<file path="config.mk">
export PLATFORM = sky130hd
export DESIGN_NAME = barrel_shifter
export DESIGN_NICKNAME = d
export VERILOG_FILES = /design/src/rtl/barrel_shifter.sv
export SDC_FILE = /design/constraint.sdc
export NUM_CORES = 1
export LEC_CHECK = 0
export CAP_MARGIN = 25
export CORE_AREA = 2 2 39 41
export DETAILED_ROUTE_END_ITERATION = 16
export DIE_AREA = 0 0 41 43
export GPL_ROUTABILITY_DRIVEN = 0
export GPL_TIMING_DRIVEN = 0
export MAX_ROUTING_LAYER = met4
export PLACE_DENSITY = 0.72
export SETUP_SLACK_MARGIN = 0.5
export SKIP_LAST_GASP = 1
export SYNTH_ARGS = -nofsm -noshare
export SYNTH_HDL_FRONTEND = slang
export SYNTH_SLANG_ARGS = --single-unit
</file>
<file path="constraint.sdc">
create_clock -name clk -period 3.4 [get_ports clk]
set_input_delay 0.68 -clock clk [delete_from_list [all_inputs] [get_ports clk]]
set_output_delay 0.68 -clock clk [all_outputs]
set_load 0.02 [all_outputs]
</file>
<file path="src/rtl/barrel_shifter.sv">
// ---------------------------------------------------------------------------
// barrel_shifter
//
// Single-cycle registered logical-left barrel shifter used as the shift
// datapath element of the RISC16 ALU. The operand is shifted left by 0 to
// WIDTH-1 positions through a cascade of log2(WIDTH) 2:1 mux stages. Vacated
// LSBs are filled with zeros. The result is captured in an output register.
//
// Parameters:
//   WIDTH      operand/result width in bits (power of two, >= 2)
//
// Ports:
//   clk        rising-edge clock, sole clock domain
//   rst        synchronous active-high reset; clears Op on the next edge
//   Ip         operand to shift
//   shift_mag  unsigned shift amount, 0..WIDTH-1
//   Op         registered shift result, valid one clock after Ip/shift_mag
// ---------------------------------------------------------------------------
module barrel_shifter #(
    parameter int WIDTH = 8
) (
    input  logic                       clk,
    input  logic                       rst,
    input  logic [WIDTH-1:0]           Ip,
    input  logic [$clog2(WIDTH)-1:0]   shift_mag,
    output logic [WIDTH-1:0]           Op
);

    // Shift-amount width follows from WIDTH, so it cannot drift out of
    // step with the operand width.
    localparam int SHW = $clog2(WIDTH);

    // stageVal[0] is the raw operand; stageVal[k+1] is the output of the
    // stage controlled by shift_mag[k]. stageVal[SHW] is the full result.
    logic [SHW:0][WIDTH-1:0] stageVal;
    logic [WIDTH-1:0]        opD;
    logic [WIDTH-1:0]        opQ;

    // Mux cascade. Stages run from the LSB of shift_mag upward, so stage k
    // moves the value by 2^k positions when its control bit is set and
    // passes it through otherwise. The << operator brings in zeros at the
    // bottom and drops bits pushed past the MSB, which is exactly the
    // logical-shift behaviour we want. Because each stage is a plain mux,
    // an unknown operand bit only pollutes the result bits it lands on.
    always_comb begin
        stageVal    = '0;
        stageVal[0] = Ip;
        for (int k = 0; k < SHW; k++) begin
            if (shift_mag[k]) begin
                stageVal[k+1] = stageVal[k] << (2 ** k);
            end else begin
                stageVal[k+1] = stageVal[k];
            end
        end
    end

    // Next-state value for the output register is simply the end of the
    // cascade; every cycle is an operation, so there is no enable.
    always_comb begin
        opD = stageVal[SHW];
    end

    // Output register. Reset is synchronous and wins over the data load,
    // so a cycle with rst high always produces zero regardless of inputs.
    // Dropping rst lets the very next edge load a real result.
    always_ff @(posedge clk) begin
        if (rst) begin
            opQ <= '0;
        end else begin
            opQ <= opD;
        end
    end

    assign Op = opQ;

endmodule

</file>
==> results of run 1 <==
cell usage in the layout (no fill, tap or decap), types with 2 or more instances in the layout:
cell type / instances
clkbuf_4: 3
clkdlybuf4s50_1: 16
dfxtp_1: 8
mux2i_1: 4
mux4_1: 2
nand2_1: 3
nor2_1: 3
nor4_1: 2
o21ai_1: 2
where the power goes:
part	internal [mW]	switching (mW)	total, mW
registers	0.0996	0.00122	0.101
logic	0.0340	0.0265	0.0605
clock network	0.0399	0.0254	0.0653
stage by stage:
step	worst slack, ps	cell area (um2)	util	power, mW
2_1_floorplan	1787	441.7	-	0.1377
3_3_place_gp	1468	621.8	0.4494	0.1625
3_5_place_dp	1447	621.8	0.4494	0.1635
4_1_cts	1565	644.4	0.4656	0.2311
5_1_grt	1528	644.4	0.4656	0.2390
6_report	1586	644.4	0.4656	0.2266
cell type report:
| cell class | count | area (um2) | area share |
|---|---|---|---|
| repair buffers | 16 | 160.2 | 0.2485 |
| inverters | 1 | 3.754 | 0.005825 |
| well taps | 16 | 20.02 | 0.03107 |
| multi-input cells | 27 | 250.2 | 0.3883 |
| clock buffers | 3 | 22.52 | 0.03495 |
| plain buffers | 4 | 27.53 | 0.04272 |
| flip-flops and latches | 8 | 160.2 | 0.2485 |
final timing paths:
kind / end / cells after the start
max: Op[7] / 1
min: Op[2]$_SDFF_PP0_ / 2
cell families (layout without fill, tap and decap cells):
kind of cell    after synthesis  in the layout  synth area share
simple gates                 13             13            0.1615
mux                           8              8            0.2861
flops                         8              8            0.3626
compound gates                6              6            0.1190
buf+inv                       5             24           0.07080
metal layers:
metal | part of all wire | track usage | routed length [um]
met1 | 0.38 | 0.1320 | 305
met2 | 0.52 | 0.1500 | 412
met3 | 0.091 | 0.02094 | 73
met4 | 0.010 | 0.09333 | 8
met5 | 0 | - | 0
==> metrics.txt, run 1 <==
Max Cap Viol=0; Sink Count=8; initial antenna violation count=0; EDFF count, synth=0; # setup viols final=0; required time at the endpoint of the critical path=2720 ps; vias in the first global route=332; Setup CP Type=flop to primary output; critical path's slowest cell=clkdlybuf4s50_1; CTS root buffer=clkbuf_4; first-pass GRT wire length=1290 um; Hold Crit Class=input pin to flop; Max IR drop VDD=0.09563 mV; synthesized area=441.7 um2; fillers=148; Pre-antenna DRT Iters=2; cts repair resizes=0; Synth area leaders=dfxtp_1 36%, mux4_1 12%, mux2i_1 9.1%; post-synth top area share=0.3626; final hold violation count=0; Worst Setup SP=Op[7]$_SDFF_PP0_; slew margin rel.=0.7622; Gate Count Post-Synth=40; post-synthesis cell type with the largest combined area=dfxtp_1; DRC=0; GR Overflow Total=0; mean post-synth cell area=11.04 um2; routed via count=368; CTS buffer count=3; cell chain of the critical path=clkdlybuf4s50_1; ys async rst share=0; final std cells w/o fill=75; CP max FO=1; P_leak=0.2504 nW; Post-synth top cells=8 x dfxtp_1, 4 x mux2i_1, 3 x nand2_1, 3 x nor2_1; final hold slack=697.6 ps; Area Growth Syn to Fin=45.89%; global-route usage over all layers=0.1100; die height=43 um; placed cell count=72; max reg flops=8; Routed Antenna Nets=0; Synth Flop Type=dfxtp_1; I/O pins=21; sequential fraction of the synthesis area=0.3626; clk buf depth=2; clk slew on worst S/H paths=50 ps; port bufs=16; Max Freq=551.2 MHz; type of origin of the critical path=flop; Nets=74; routed length per placed instance=10.65 um; Die Area=0.001763 mm2; pwr/cell area=351.7 mW/mm2; CP arrival=1130 ps; ANT cells=0; delay of the slowest cell on the worst path=590 ps; hold buffers post-CTS=0; top-count cell post-synth=dfxtp_1; setup total negative slack=0 ps; Rows=14; syn nets=53; DIE WIDTH=41 um; minimum clock period=1814 ps; largest net degree at the start of global routing=11; via/cell ratio=4.907; #FFs+latches synth=8; CTS tree=yes; share of cells above drive strength 1=0.1864; Synth cell types=23; DRT iter0 DRCs=2; RSZ-0062 raised after global routing=false; Initial Util=0.3192; CTS H-tree depth=1; CP delay by family, top=buffers and inverters; Total Wirelength=799 um; crit end category=primary output; outcome=finished clean; worst path bufs/invs=1; max-slew violations=0; setup bufs post-CTS=0; total number of yosys warnings=0; Worst Min Path Start=shift_mag[2]; final worst-path cycle share=0.5336; core area=0.001384 mm2; Slew @ Worst Pin=356.7 ps
Note: power is estimated with default switching activity, not from simulation.
==> run 2: changes to the inputs <==
CORE_AREA = not set   (was 2 2 39 41)
CORE_MARGIN = 2   (was not set)
CORE_UTILIZATION = 34   (was not set)
DIE_AREA = not set   (was 0 0 41 43)
PLACE_DENSITY = 0.76   (was 0.72)
clock period = 1.5 ns   (was 3.4 ns; I/O delays follow)
==> metrics.txt, run 2 (synthesized netlist as in run 1, its figures left out) <==
CTS tree=yes; final hold violation count=0 (unchanged); die height=40.04 um (-6.9%); Initial Util=0.3820 (+0.06287); area of the multi-input gates=256.5 um2 (+2.5%); max reg flops=8 (unchanged); CTS buffer count=3 (unchanged); hold buffers post-CTS=0 (unchanged); delay of the slowest cell on the worst path=300 ps (-290 ps); Pre-antenna DRT Iters=2 (unchanged); Area Growth Syn to Fin=44.48%; CTS root buffer=clkbuf_4; Total Wirelength=873 um (+9.3%); via/cell ratio=4.986 (+1.6%); share of cells above drive strength 1=0.5167 (+0.3302); fillers=105 (-29%); worst path bufs/invs=1 (unchanged); critical path's slowest cell=dfxtp_1; clk slew on worst S/H paths=50 ps (about the same); type of origin of the critical path=flop; slew margin rel.=0.8368 (+0.07457); Slew @ Worst Pin=244.3 ps (-112.3 ps); Max Freq=1008 MHz; Hold Crit Class=input pin to flop; sequential cell area=161.4 um2 (+0.78%); GR Overflow Total=0 (unchanged); crit end category=primary output; most frequent cells in the layout=7 x dfxtp_1, 7 x buf_4, 5 x buf_2; minimum clock period=991.7 ps; CP arrival=690 ps (-440 ps); Max Cap Viol=0 (unchanged); global-route usage over all layers=0.1268 (+0.01684); port bufs=16 (unchanged); Setup CP Type=flop to primary output; vias in the first global route=309 (-6.9%); Nets=75 (+1.4%); DRT iter0 DRCs=1 (-1); required time at the endpoint of the critical path=1200 ps (-1520 ps); routed length per placed instance=11.80 um (+11%); Routed Antenna Nets=0 (unchanged); DRC=0 (unchanged); largest net degree at the start of global routing=11 (unchanged); core area=0.001156 mm2 (-16%); final hold slack=280.5 ps (-417.1 ps); Die Area=0.001603 mm2 (-9.1%); I/O pins=21 (unchanged); routed via count=369 (+0.27%); Sink Count=8 (unchanged); cell chain of the critical path=buf_4; initial antenna violation count=0 (unchanged); RSZ-0062 raised after global routing=true; clk buf depth=2 (unchanged); # setup viols final=0 (unchanged); Post-DP HPWL=698.9 um; CTS H-tree depth=1 (unchanged); first-pass GRT wire length=1290 um (unchanged); max-slew violations=0 (unchanged); Max IR drop VDD=0.2720 mV (+180%); DIE WIDTH=40.04 um (-2.3%); CP max FO=1 (unchanged); Final Power=0.5226 mW (+130%); ANT cells=0 (unchanged); pwr/cell area=819.0 mW/mm2 (+130%); P_leak=0.2820 nW (+13%); outcome=finished clean; final worst-path cycle share=0.6611; Rows=12 (-2); CP delay by family, top=flip-flops
[run 2: cell types whose count changed in the layout (fill, tap and decap cells not counted), sizes merged]
cell           previous run  this run
clkdlybuf4s15             0         2
dlygate4sd2               0         1
buf                       3        17
clkdlybuf4s50            16         0
[run 2: worst paths after layout]
| path | startpoint | endpoint | cells past startpoint |
|---|---|---|---|
| min | shift_mag[2] | Op[2]$_SDFF_PP0_ | 2 |
| max | Op[3]$_SDFF_PP0_ | Op[3] | 1 |
[run 2: power breakdown]
| part | internal [mW] | leakage (nW) | total, mW | switching, mW |
|---|---|---|---|---|
| sequential | 0.226 | 0.0661 | 0.230 | 0.00379 |
| clock | 0.0907 | 0.0138 | 0.152 | 0.0615 |
| combinational | 0.0759 | 0.202 | 0.140 | 0.0645 |
[run 2: stage by stage]
| stage | worst slack, ps | instance area [um2] | TNS (ps) | cells | util |
|---|---|---|---|---|---|
| 6_report | 508.3 | 638.1 | 0 | 74 | 0.5519 |
| 5_1_grt | 480.3 | 638.1 | 0 | 74 | 0.5519 |
| 4_1_cts | 471.4 | 618.1 | 0 | 74 | 0.5346 |
| 3_5_place_dp | -67.57 | 635.6 | -140.9 | 70 | 0.5498 |
| 3_3_place_gp | -53.88 | 635.6 | -90.19 | 70 | 0.5498 |
| 2_1_floorplan | 310.2 | 457.9 | 0 | 40 | - |
[run 2: metal layers]
metal	wire [um]	vias up	track usage	share of wire
li1	-	189	-	-
met1	347	159	0.1507	0.40
met2	448	19	0.2137	0.51
met3	62	2	0	0.071
met4	14	0	0.07759	0.016
met5	0	-	-	0
[run 2: timing repair]
action | in CTS | in global routing
endpoints found under the hold margin | 0 | 0
gates cloned | 0 | 0
pin swaps | 1 | 2
setup buffers | 1 | 0
setup endpoints to repair | 14 | 8
gates resized for setup | 63 | 11
[run 2: layout make-up]
class,count,area share
Buffer,4,0.06863
Sequential cell,8,0.2529
Multi-Input combinational cell,27,0.4020
Inverter,1,0.005882
Clock buffer,3,0.03529
Timing Repair Buffer,17,0.2078
Tap cell,14,0.02745
==> run 3: changes to the inputs <==
clock period = 0.84 ns   (was 1.5 ns; I/O delays follow)
==> metrics.txt, run 3 (synthesized netlist as in run 1, its figures left out) <==
outcome=finished with violations; failing checks=setup timing; core area=0.001156 mm2 (unchanged); max reg flops=8 (unchanged); switching share of power=0.2679 (+0.01965); port bufs=16 (unchanged); final hold violation count=0 (unchanged); Nets=82 (+9.3%); worst path bufs/invs=1 (unchanged); DRT iter0 DRCs=6 (+5); GR Util met2=0.3024 (+0.08871); initial antenna violation count=0 (unchanged); die height=40.04 um (unchanged); Die Area=0.001603 mm2 (unchanged); first-pass GRT wire length=1656 um (+28%); type of origin of the critical path=flop; Max Cap Viol=0 (unchanged); hold buffers post-CTS=0 (unchanged); Post-Place Cell Area=665.6 um2 (+4.7%); Total Wirelength=1083 um (+24%); most frequent cells in the layout=14 x buf_6, 8 x dfxtp_4, 6 x buf_4; CP delay by family, top=flip-flops; crit end category=primary output; pwr/cell area=1246 mW/mm2 (+52%); Hold Crit Class=input pin to flop; internal power=0.7633 mW (+94%); share of cells above drive strength 1=0.8209 (+0.3042); CP max FO=1 (unchanged); final worst-path cycle share=1.043; CP arrival=710 ps (+20 ps); NetSw=0.2794 mW (+120%); Setup CP Type=flop to primary output; ANT cells=0 (unchanged); required time at the endpoint of the critical path=670 ps (-530 ps); PnR worst setup slack=-35.74 ps (-544.0 ps); I/O pins=21 (unchanged); most used routing layer=met2; worst slack at placement=-574.8 ps (-507.3 ps); DIE WIDTH=40.04 um (unchanged); CP Depth=1 (unchanged); GR Overflow Total=0 (unchanged); routed length per placed instance=13.37 um (+13%); delay of the slowest cell on the worst path=330 ps (+30 ps); clk slew on worst S/H paths=50 ps (about the same); routed via count=424 (+15%); Rows=12 (unchanged); Sink Count=8 (unchanged); CTS root buffer=clkbuf_4; sequential share of power=0.386 (-0.054); Initial Util=0.3820 (unchanged); cell chain of the critical path=buf_6; RSZ-0062 raised after global routing=true; Pre-antenna DRT Iters=4 (+2); Routed Antenna Nets=0 (unchanged); Comb pwr share=0.341 (+0.072); slew margin rel.=0.8402 (+0.003389); Area Growth Syn to Fin=89.52%; most common cell after layout, fill and taps aside=buf_6; vias in the first global route=394 (+28%); Max Freq=1142 MHz; largest net degree at the start of global routing=11 (unchanged); minimum clock period=875.7 ps; P_leak=0.3446 nW (+22%); Global Route met3 Usage=0.03333 (+0.03333); Slew @ Worst Pin=239.7 ps (-4.612 ps); WHS Path Cells=3 (+1); global-route usage over all layers=0.1677 (+0.04087); max-slew violations=0 (unchanged); via/cell ratio=5.235 (+5.0%); DRC=0 (unchanged); clock share of power=0.273 (-0.018); CTS H-tree depth=1 (unchanged); CTS buffer count=3 (unchanged); post-route cell area=837.1 um2 (+31%); critical path's slowest cell=dfxtp_4; Max IR drop VDD=0.6458 mV (+140%); # setup viols final=8 (+8); clk buf depth=2 (unchanged); CTS tree=yes; grt met1 use=0.1615 (+0.01083)
run 3: tightest hold or removal path, stage by stage:
cell and delay (ps):
buf_6 110, nand2b_4 80, nor4_2 40
run 3: metal layers:
layer | vias to the layer above | share of wire
met5 | - | 0
met4 | 0 | 0.019
met3 | 2 | 0.064
met2 | 22 | 0.55
met1 | 199 | 0.37
li1 | 201 | -
run 3: through the flow:
| step | power [mW] | hold WS [ps] | TNS (ps) | cells | util |
|---|---|---|---|---|---|
| after floorplan | 0.5572 | 305.9 | -748.5 | 40 | - |
| after global placement | 0.6541 | 387.6 | -5282 | 70 | 0.5758 |
| after detailed placement | 0.6593 | 391.0 | -5405 | 70 | 0.5758 |
| after CTS | 0.9993 | 175.0 | -276.4 | 80 | 0.6732 |
| after global routing | 1.092 | 168.3 | -429.4 | 81 | 0.7240 |
| final | 1.043 | 179.6 | -256.8 | 81 | 0.7240 |
run 3: worst paths after layout:
check              from               end  slack [ps]
min               Ip[0]  Op[0]$_SDFF_PP0_         180
max    Op[6]$_SDFF_PP0_             Op[6]         -40
run 3: final cells by class:
| class | instances | area, um2 |
|---|---|---|
| Tap cell | 14 | 17.52 |
| Inverter | 1 | 3.754 |
| Timing Repair Buffer | 24 | 230.2 |
| Sequential cell | 8 | 190.2 |
| Buffer | 4 | 52.55 |
| Fill cell | 77 | 319.1 |
| Clock buffer | 3 | 22.52 |
| Multi-Input combinational cell | 27 | 320.3 |
run 3: timing repair:
item,4_1_cts,5_1_grt
resized for setup,92,14
setup endpoints to repair,16,16
buffers inserted,7,1
pin swaps,6,4
run 3: power groups by stage:
stage	Combinational [mW]	Clock, mW	Sequential, mW
CTS	0.310	0.286	0.404
global placement	0.249	0	0.405
detailed placement	0.253	0	0.406
floorplan	0.121	0	0.436
finish	0.355	0.285	0.403
global route	0.376	0.313	0.404
